===== config.mk =====
export PLATFORM = sky130hd
export DESIGN_NAME = pattern_bit_sequencer_flat
export DESIGN_NICKNAME = d
export VERILOG_FILES = /design/src/rtl/pattern_seq_pkg.sv /design/src/rtl/pattern_bit_sequencer_if.sv /design/src/rtl/pattern_mem.sv /design/src/rtl/pattern_bit_sequencer.sv /design/src/flat_wrapper.sv
export SDC_FILE = /design/constraint.sdc
export NUM_CORES = 1
export LEC_CHECK = 0
export ABC_AREA = 1
export CAP_MARGIN = 20
export CORE_MARGIN = 2
export CORE_UTILIZATION = 58
export CTS_CLUSTER_SIZE = 8
export DETAILED_ROUTE_END_ITERATION = 10
export GPL_ROUTABILITY_DRIVEN = 0
export PLACE_DENSITY_LB_ADDON = 0.3
export SLEW_MARGIN = 10
export SYNTH_ARGS = -nofsm -noshare
export SYNTH_HDL_FRONTEND = slang
export SYNTH_SLANG_ARGS = --single-unit

===== constraint.sdc =====
create_clock -name clock -period 4.45 [get_ports clock]
set_input_delay 0.89 -clock clock [delete_from_list [all_inputs] [get_ports clock]]
set_output_delay 0.89 -clock clock [all_outputs]
set_load 0.03 [all_outputs]

===== src/rtl/pattern_seq_pkg.sv =====
// Shared types, direction constants and power-up pattern helper
// for the bit-serial pattern sequencer.
package pattern_seq_pkg;

  typedef enum logic [1:0] {
    IDLE = 2'b00,
    RUN  = 2'b01,
    DONE = 2'b10
  } state_t;

  localparam logic DIR_UP   = 1'b0;
  localparam logic DIR_DOWN = 1'b1;

  localparam int MAX_WORD_W = 256;

  // Word idx powers up with its low min(idx+1, word_w) bits set.
  function automatic logic [MAX_WORD_W-1:0] init_word(int idx, int word_w);
    int n;
    n = (idx + 1 < word_w) ? idx + 1 : word_w;
    init_word = '0;
    for (int b = 0; b < MAX_WORD_W; b++) begin
      if (b < n) init_word[b] = 1'b1;
    end
  endfunction

endpackage


===== src/rtl/pattern_bit_sequencer_if.sv =====
// Control, write-port and serial-output bundle of the pattern sequencer.
// The master side drives controls and writes; the slave side is the sequencer.
interface pattern_bit_sequencer_if #(
  parameter int SEL_W  = 3,
  parameter int ADDR_W = 3
);
  localparam int WORD_W = 2 ** SEL_W;

  logic              enable;
  logic              dir;
  logic              oneshot;
  logic [SEL_W-1:0]  limit;
  logic [ADDR_W-1:0] address;
  logic              wr_en;
  logic [ADDR_W-1:0] wr_addr;
  logic [WORD_W-1:0] wr_data;
  logic              out;
  logic              out_valid;
  logic              wrap;
  logic              done;
  logic [SEL_W-1:0]  count;

  modport master (
    output enable, dir, oneshot, limit, address, wr_en, wr_addr, wr_data,
    input  out, out_valid, wrap, done, count
  );

  modport slave (
    input  enable, dir, oneshot, limit, address, wr_en, wr_addr, wr_data,
    output out, out_valid, wrap, done, count
  );

endinterface


===== src/rtl/pattern_mem.sv =====
// Pattern word store: power-up image, synchronous write, asynchronous read.
// Storage is never reset so patterns survive a sequencer clear.
module pattern_mem
  import pattern_seq_pkg::*;
#(
  parameter int ADDR_W = 3,
  parameter int WORD_W = 8
) (
  input  logic              clock,
  input  logic              wr_en,
  input  logic [ADDR_W-1:0] wr_addr,
  input  logic [WORD_W-1:0] wr_data,
  input  logic [ADDR_W-1:0] rd_addr,
  output logic [WORD_W-1:0] rd_data
);
  localparam int DEPTH = 2 ** ADDR_W;

  logic [WORD_W-1:0] words [DEPTH];

  for (genvar i = 0; i < DEPTH; i++) begin : g_word
    localparam logic [MAX_WORD_W-1:0] INIT_FULL = init_word(i, WORD_W);
    logic [WORD_W-1:0] word_q = INIT_FULL[WORD_W-1:0];

    always @(posedge clock) begin
      if (wr_en && wr_addr == ADDR_W'(i)) word_q <= wr_data;
    end

    assign words[i] = word_q;
  end

  // Read is combinational, so a same-cycle write shows up one cycle later.
  assign rd_data = words[rd_addr];

endmodule


===== src/rtl/pattern_bit_sequencer.sv =====
// Bit-serial pattern generator: walks the bits of one stored word with an
// up/down counter and emits one registered bit per enabled cycle.
//
//   state | meaning
//   IDLE  | counter parked at start value, waiting for enable
//   RUN   | sampling one bit per enabled cycle, pausing when enable is low
//   DONE  | one-shot finished, counter frozen until enable drops
module pattern_bit_sequencer
  import pattern_seq_pkg::*;
#(
  parameter int SEL_W  = 3,
  parameter int ADDR_W = 3,
  parameter int INVERT = 1
) (
  input logic                  clock,
  input logic                  clear,
  pattern_bit_sequencer_if.slave bus
);
  localparam int   WORD_W = 2 ** SEL_W;
  localparam logic INV    = (INVERT != 0);

  state_t            state_q, state_d;
  logic [SEL_W-1:0]  count_q, count_d;
  logic              out_q, out_d;
  logic              valid_q, valid_d;
  logic              wrap_q, wrap_d;
  logic [WORD_W-1:0] rd_word;
  logic [SEL_W-1:0]  start_val;
  logic [SEL_W-1:0]  term_val;

  pattern_mem #(
    .ADDR_W (ADDR_W),
    .WORD_W (WORD_W)
  ) u_mem (
    .clock   (clock),
    .wr_en   (bus.wr_en),
    .wr_addr (bus.wr_addr),
    .wr_data (bus.wr_data),
    .rd_addr (bus.address),
    .rd_data (rd_word)
  );

  assign start_val = (bus.dir == DIR_DOWN) ? bus.limit : '0;
  assign term_val  = (bus.dir == DIR_DOWN) ? '0 : bus.limit;

  always_ff @(posedge clock or posedge clear) begin
    if (clear) begin
      state_q <= IDLE;
      count_q <= '0;
      out_q   <= 1'b0;
      valid_q <= 1'b0;
      wrap_q  <= 1'b0;
    end else begin
      state_q <= state_d;
      count_q <= count_d;
      out_q   <= out_d;
      valid_q <= valid_d;
      wrap_q  <= wrap_d;
    end
  end

  always_comb begin
    state_d = state_q;
    count_d = count_q;
    out_d   = out_q;
    valid_d = 1'b0;
    wrap_d  = 1'b0;
    unique case (state_q)
      IDLE: begin
        count_d = start_val;
        if (bus.enable) state_d = RUN;
      end
      RUN: begin
        if (bus.enable) begin
          out_d   = rd_word[count_q] ^ INV;
          valid_d = 1'b1;
          if (count_q == term_val) begin
            wrap_d = 1'b1;
            if (bus.oneshot) state_d = DONE;
            else             count_d = start_val;
          end else if (bus.dir == DIR_UP && count_q > bus.limit) begin
            // limit was lowered below the running count: restart the lap
            count_d = '0;
            wrap_d  = 1'b1;
          end else if (bus.dir == DIR_DOWN) begin
            count_d = count_q - SEL_W'(1);
          end else begin
            count_d = count_q + SEL_W'(1);
          end
        end
      end
      DONE: begin
        if (!bus.enable) state_d = IDLE;
      end
      default: state_d = IDLE;
    endcase
  end

  assign bus.out       = out_q;
  assign bus.out_valid = valid_q;
  assign bus.wrap      = wrap_q;
  assign bus.done      = (state_q == DONE);
  assign bus.count     = count_q;

endmodule


===== src/flat_wrapper.sv =====
// flat-port wrapper written by rule: the top's interface ports become plain ports
module pattern_bit_sequencer_flat import pattern_seq_pkg::*;
#(
  parameter int SEL_W  = 3,
  parameter int ADDR_W = 3,
  parameter int INVERT = 1
)
  (clock, clear, bus_enable, bus_dir, bus_oneshot, bus_limit, bus_address, bus_wr_en, bus_wr_addr, bus_wr_data, bus_out, bus_out_valid, bus_wrap, bus_done, bus_count);
  pattern_bit_sequencer_if #(.SEL_W(SEL_W), .ADDR_W(ADDR_W)) bus_i ();
  input logic clock;
  input logic clear;
  input wire logic [$bits(bus_i.enable)-1:0] bus_enable;
  input wire logic [$bits(bus_i.dir)-1:0] bus_dir;
  input wire logic [$bits(bus_i.oneshot)-1:0] bus_oneshot;
  input wire logic [$bits(bus_i.limit)-1:0] bus_limit;
  input wire logic [$bits(bus_i.address)-1:0] bus_address;
  input wire logic [$bits(bus_i.wr_en)-1:0] bus_wr_en;
  input wire logic [$bits(bus_i.wr_addr)-1:0] bus_wr_addr;
  input wire logic [$bits(bus_i.wr_data)-1:0] bus_wr_data;
  output wire logic [$bits(bus_i.out)-1:0] bus_out;
  output wire logic [$bits(bus_i.out_valid)-1:0] bus_out_valid;
  output wire logic [$bits(bus_i.wrap)-1:0] bus_wrap;
  output wire logic [$bits(bus_i.done)-1:0] bus_done;
  output wire logic [$bits(bus_i.count)-1:0] bus_count;
  assign bus_i.enable = bus_enable;
  assign bus_i.dir = bus_dir;
  assign bus_i.oneshot = bus_oneshot;
  assign bus_i.limit = bus_limit;
  assign bus_i.address = bus_address;
  assign bus_i.wr_en = bus_wr_en;
  assign bus_i.wr_addr = bus_wr_addr;
  assign bus_i.wr_data = bus_wr_data;
  assign bus_out = bus_i.out;
  assign bus_out_valid = bus_i.out_valid;
  assign bus_wrap = bus_i.wrap;
  assign bus_done = bus_i.done;
  assign bus_count = bus_i.count;
  pattern_bit_sequencer #(.SEL_W(SEL_W), .ADDR_W(ADDR_W), .INVERT(INVERT)) u_core (.clock(clock), .clear(clear), .bus(bus_i));
endmodule

; After elaboration in Yosys (flattened, before gate mapping)
; Index checks and enable logic that the tools add are counted.
[word_totals]
reg_bits = 72
in_bits = 23
out_inout_bits = 7
[classes]
n_mux = 25
magnitude_cmp = 3
bitwise = 3
n_addsub = 2
n_reduce_logical = 15
eq_ne = 16
[ops]
columns = op, n
row1 = $bmux 8 s3, 1
row2 = $mux 3, 7
row3 = $mux 8, 2
row4 = $eq 3x3->1 const B, 4
row5 = $mux 2, 5
row6 = $logic_and 1x1->1, 9
row7 = $ne 2x2->1 const B, 4
row8 = $mux 1, 7
row9 = $eq 3x2->1 const B, 2
row10 = $pmux 2 s3, 1
row11 = $pmux 3 s2, 1
row12 = $reduce_and 5->1, 1
row13 = $ge 4x4->1 const B, 1
row14 = $lt 3x4->1 const B, 1
row15 = $not 3->4, 1
row16 = $add 3x1->3 const B, 1
row17 = $bmux 1 s3, 1
row18 = $eq 3x1->1 const B, 1
row19 = $eq 3x3->1, 1
row20 = $gt 3x3->1, 1
row21 = $logic_not 3->1, 1
row22 = $ne 3x3->1 const B, 1
row23 = $reduce_and 3->1, 1
row24 = $sub 3x1->3 const B, 1
row25 = 7 further kinds, 8

; Logic depth before layout (Yosys ltp)
[logic_depth]
word_depth = 7
depth_mapped = 12
mapped_depth_nobuf = 10

; Hierarchy
; A second synthesis with hierarchy kept.
[hier_totals]
cells_unflattened = 408
area_unflattened_um2 = 3631.0
[modules_own_cells]
columns = module, cells_each, seq_area_each_um2, instances, area_per_inst_um2
row1 = pattern_mem, 295, 1921.8, 1, 2890.3
row2 = pattern_bit_sequencer, 113, 200.2, 1, 740.7

; Least setup slack after synthesis
; Ideal clock, no wire load.
[synth_timing]
kind = in2reg
startpoint = input port bus_limit[2]
endpoint = register u_core.count_q[1] (netlist: u_core.bus.count[1])
arrival_ns = 1.965
path_slack_ns = 2.360
required_ns = 4.325
setup_ns = 0.125
path_stages = 10
path_cell_list = inv_1 -> ha_1 -> nand2_1 -> or2_2 -> a21oi_1 -> nor2_1 -> nand2_1 -> nand2_1 -> nand2_1 -> o21ai_1
[synth_via]
elab_chain_len = 6
word_cells_on_any_way = 10
classes_between = order compare: 1 / eq/ne: 2 / mux: 5 / reduce/logical: 2
[synth_lines]
columns = item, line_no
row1 = start: declaration, flat_wrapper.sv:15  ; input wire logic [$bits(bus_i.limit)-1:0] bus_limit;
row2 = $gt 3x3->1, pattern_bit_sequencer.sv:81  ; end else if (bus.dir == DIR_UP && count_q > bus.limit) begin
row3 = $logic_and 1x1->1, pattern_bit_sequencer.sv:81
row4 = $mux 3, pattern_bit_sequencer.sv:81
row5 = $mux 3, pattern_bit_sequencer.sv:77  ; if (count_q == term_val) begin
row6 = $mux 3, pattern_bit_sequencer.sv:74  ; if (bus.enable) begin
row7 = $pmux 3 s2, pattern_bit_sequencer.sv:68  ; unique case (state_q)
row8 = end signal: assignment, pattern_bit_sequencer.sv:55  ; count_q <= count_d;
row9 = end: declaration, pattern_bit_sequencer.sv:23  ; logic [SEL_W-1:0] count_q, count_d;
; Parallel ways exist; a longest one is shown, timed or not. The select of a mux whose other input is x is not followed.
; A chain may end at the register's enable or synchronous reset.

; Worst setup path in the final report
[layout_timing]
startpoint = input port bus_address[0]
endpoint = register u_core.out_q (netlist: u_core.bus.out)
[layout_via]
elab_chain_len = 7
[layout_lines]
columns = item, line_no
row1 = start: declaration, flat_wrapper.sv:16  ; input wire logic [$bits(bus_i.address)-1:0] bus_address;
row2 = $not 3->4 (implied by the code), pattern_mem.sv:32  ; assign rd_data = words[rd_addr];
row3 = $bmux 8 s3, pattern_mem.sv:32
row4 = $mux 8 (implied by the code) (2 in a row), pattern_mem.sv:32
row5 = $bmux 1 s3, pattern_bit_sequencer.sv:75  ; out_d = rd_word[count_q] ^ INV;
row6 = $mux 1 (implied by the code), pattern_bit_sequencer.sv:75
row7 = $not 1->1 (no line), --
row8 = end signal: assignment, pattern_bit_sequencer.sv:56  ; out_q <= out_d;
row9 = end: declaration, pattern_bit_sequencer.sv:24  ; logic out_q, out_d;
; No other way between the ends. The select of a mux whose other input is x is not followed.

==> results.py <==
metrics = {
    "synthesis": {
        "synthCells": 299,
        "synth_cell_type_count": 21,
        "synth_nets": 326,
        "ys_ff_latch": 72,
        "yosys.area.top_type": "edfxtp_1",
        "synthesis.area_sq_um": 3184,
        "ys_warn_count": 0,
        "synth_area_per_cell_sq_um": 10.65,
        "netlist_top_cells_area": "edfxtp_1, nand2_1, nand3_1, dfrtp_1, inv_1",
        "ys_seq_area_frac": 0.6664,
        "synth_top_area_frac": 0.6035,
    },
    "floorplanning": {
        "die_area_sq_um": 6099,
        "io_pins": 30,
        "die_x_microns": 78.10,
        "fp.coreArea_sq_um": 5205,
        "rows": 26,
        "dieHeight_microns": 78.10,
        "start_util": 0.6118,
    },
    "global_route": {
        "grt_use_total": 0.2241,
        "grt_max_degree": 34,
        "antenna_found_initial": 0,
        "use_met3": 0.06552,
        "met2_usage": 0.3500,
        "grt_pass1_wl_mm": 10.12,
        "grt_util_met1": 0.3024,
        "grt_pass1_vias": 2106,
        "grt_busiest_layer": "met2",
        "overflow": 0,
    },
    "power": {
        "p_switching_mw": 0.5391,
        "pwr-share-seq": 0.470,
        "p_leak_nw": 1.427,
        "p_int_mw": 1.237,
        "clkPwrFrac": 0.280,
        "comb_power_share": 0.251,
        "ir_worst_vdd_mv": 0.4274,
        "p_sw_frac": 0.3034,
        "power_density_nw_per_um2": 480.2,
    },
    "worst_setup_path": {
        "cp_cell_sequence": "clkdlybuf4s50_1 -> buf_4 -> inv_1 -> nand2_1 -> nand3_1 -> nand3_1 -> nand3_1 -> nand3_1 -> nand3_1 -> nand2_1 -> nand2_1 -> nand2_1",
        "critPathMaxFanout": 33,
        "crit_buf_inv": 3,
        "rr_startpoint": "u_core.bus.count[0]$_DFFE_PP0P_",
        "crit_path_start_kind": "primary input",
        "path_delay_family": "buffers and inverters",
        "crit_top_cell": "nand3_1",
        "cp-startpoint": "bus_address[0]",
        "critical_path.endpoint_type": "flop",
        "crit_type": "primary input to flop",
        "crit_slowest_cell": "inv_1",
        "max_stage_delay_ns": 0.69,
        "cp.required_ns": 4.68,
        "arrival_ns": 3.05,
    },
    "sta": {
        "post-route-min-period_ns": 2.818,
        "final.period_utilization": 0.6332,
        "slew_headroom": 0.3821,
        "clock_skew_ns": 0.01179,
        "hold-worst-slack_ns": 0.5229,
        "worstMarginPinSlew_ns": 0.9235,
        "fmax_mhz": 354.9,
        "fin_setup_tns_ns": 0,
        "hold_viol": 0,
        "setup_ws_ns": 1.632,
        "rsz0062_at_grt": "no",
        "finalMaxSlewViolations": 0,
        "setup_violations": 0,
    },
    "placement": {
        "io_buffer_count": 29,
        "dp_hpwl_mm": 4.195,
        "place_ws_ns": 1.335,
    },
    "detailed_routing": {
        "drt-initial-drc-count": 193,
        "viasPerCell": 5.468,
        "num_vias": 2209,
        "drc_errors": 0,
        "ant_nets": 0,
        "first_pass_iters": 4,
        "drt_wl_total_mm": 6.299,
        "wire_per_inst_microns": 15.59,
    },
    "cells_and_area": {
        "mostFrequentLayoutCells": "nand2_1, nand3_1, edfxtp_1, clkdlybuf4s50_1, inv_1",
        "area_growth_pct": 16.19,
        "fillers": 395,
        "final_common_cell": "nand2_1",
        "seq_area_sq_um": 2122,
        "multi_input_area_sq_um": 922.1,
        "num_antenna_cells": 0,
        "drive_above_1_share": 0.06587,
        "fin_nets": 356,
    },
    "cts": {
        "ctsResizeCount": 0,
        "clkSinkCount": 72,
        "numCtsBuffers": 9,
        "clock_insertion_delay_worst_skew_ns": 0.33,
        "cts_root_buffer": "clkbuf_8",
        "cts_tree": "yes",
        "h-tree-depth": 3,
        "holdBufCountCts": 0,
        "clockBufferDepth": 2,
        "clk_pin_slew_ns": 0.07,
        "cts_setup_buffers": 0,
    },
    "run_status": {
        "status": "complete, no violations",
    },
    "flow_run": {
        "cap_violations": 0,
    },
    "min_path": {
        "worstHoldStart": "u_core.bus.out$_DFFE_PP0P_",
        "hp-class": "flop to flop",
    },
}
-- flip-flops by register name, summed over array words and instances, names as in the netlist --
| signal | count |
|---|---|
| u_core.bus.out | 1 |
| u_core.bus.count | 3 |
| u_core.bus.out_valid | 1 |
| u_core.bus.wrap | 1 |
| u_core.state_q | 2 |
| u_core.u_mem.g_word.word_q | 64 |
-- tightest hold or removal path: stages (launching register included) --
cell,delay (ns)
dfrtp_1,0.37
nand2_1,0.07
nand2_1,0.06
-- kinds of logic (layout without fill, tap and decap cells) --
| kind of cell | count (synthesis) | after routing | share of synthesized area |
|---|---|---|---|
| AO/OA/AOI/OAI | 15 | 15 | 0.02829 |
| XOR/XNOR | 5 | 5 | 0.01375 |
| adder cells (fa/ha/maj) | 4 | 4 | 0.01808 |
| buffers and inverters | 31 | 66 | 0.04401 |
| flip-flops | 72 | 72 | 0.6664 |
| AND/OR/NAND/NOR | 172 | 172 | 0.2295 |
-- area by class of cell --
cell class / count / area share
inverters: 19 / 0.01928
clock inverters: 3 / 0.01150
multi-input cells: 196 / 0.2492
well taps: 70 / 0.02367
repair buffers: 31 / 0.08252
clock buffers: 13 / 0.04024
flip-flops and latches: 72 / 0.5736
-- synth_stat cells --
cell type,instances
a21oi_1,3
a21oi_2,1
buf_2,6
buf_4,4
clkbuf_1,1
clkbuf_2,1
dfrtp_1,8
edfxtp_1,64
fa_1,1
ha_1,3
inv_1,17
inv_2,2
nand2_1,89
nand3_1,66
nor2_1,16
o21ai_0,5
o21ai_1,3
o21ai_2,3
or2_2,1
xnor2_1,2
xor2_1,3
-- power groups by stage --
stage	sequential [mW]	clock (mW)	combinational (mW)
2_1_floorplan	0.876	0	0.277
3_3_place_gp	0.848	0	0.436
3_5_place_dp	0.848	0	0.445
4_1_cts	0.833	0.504	0.448
5_1_grt	0.843	0.525	0.504
6_report	0.834	0.497	0.445
-- routing by layer --
| metal | up-vias | routed length, microns |
|---|---|---|
| li1 | 1087 | - |
| met1 | 1030 | 2803 |
| met2 | 83 | 2979 |
| met3 | 9 | 434 |
| met4 | 0 | 81 |
| met5 | - | 0 |
-- through the flow --
step                instance area [sq um]  total power, mW  cells    util
finish                               3700            1.777    404  0.7108
global route                         3700            1.871    404  0.7108
CTS                                  3700            1.785    404  0.7108
global placement                     3508            1.284    388  0.6740
detailed placement                   3508            1.293    388  0.6740
floorplan                            3184            1.153    299       -
-- final timing paths --
path / to / slack, ns / cells past startpoint
hold reg to reg: u_core.bus.out$_DFFE_PP0P_ / 0.52 / 2
min in group asynchronous: u_core.bus.count[2]$_DFFE_PP0P_ / 0.80 / 2
setup / recovery: u_core.bus.out$_DFFE_PP0P_ / 1.63 / 12
hold / removal: u_core.bus.out$_DFFE_PP0P_ / 0.52 / 2
max in group asynchronous: u_core.bus.out_valid$_DFF_PP0_ / 3.41 / 2
setup reg to reg: u_core.bus.count[2]$_DFFE_PP0P_ / 2.49 / 7
(Power assumes the default switching activity.)
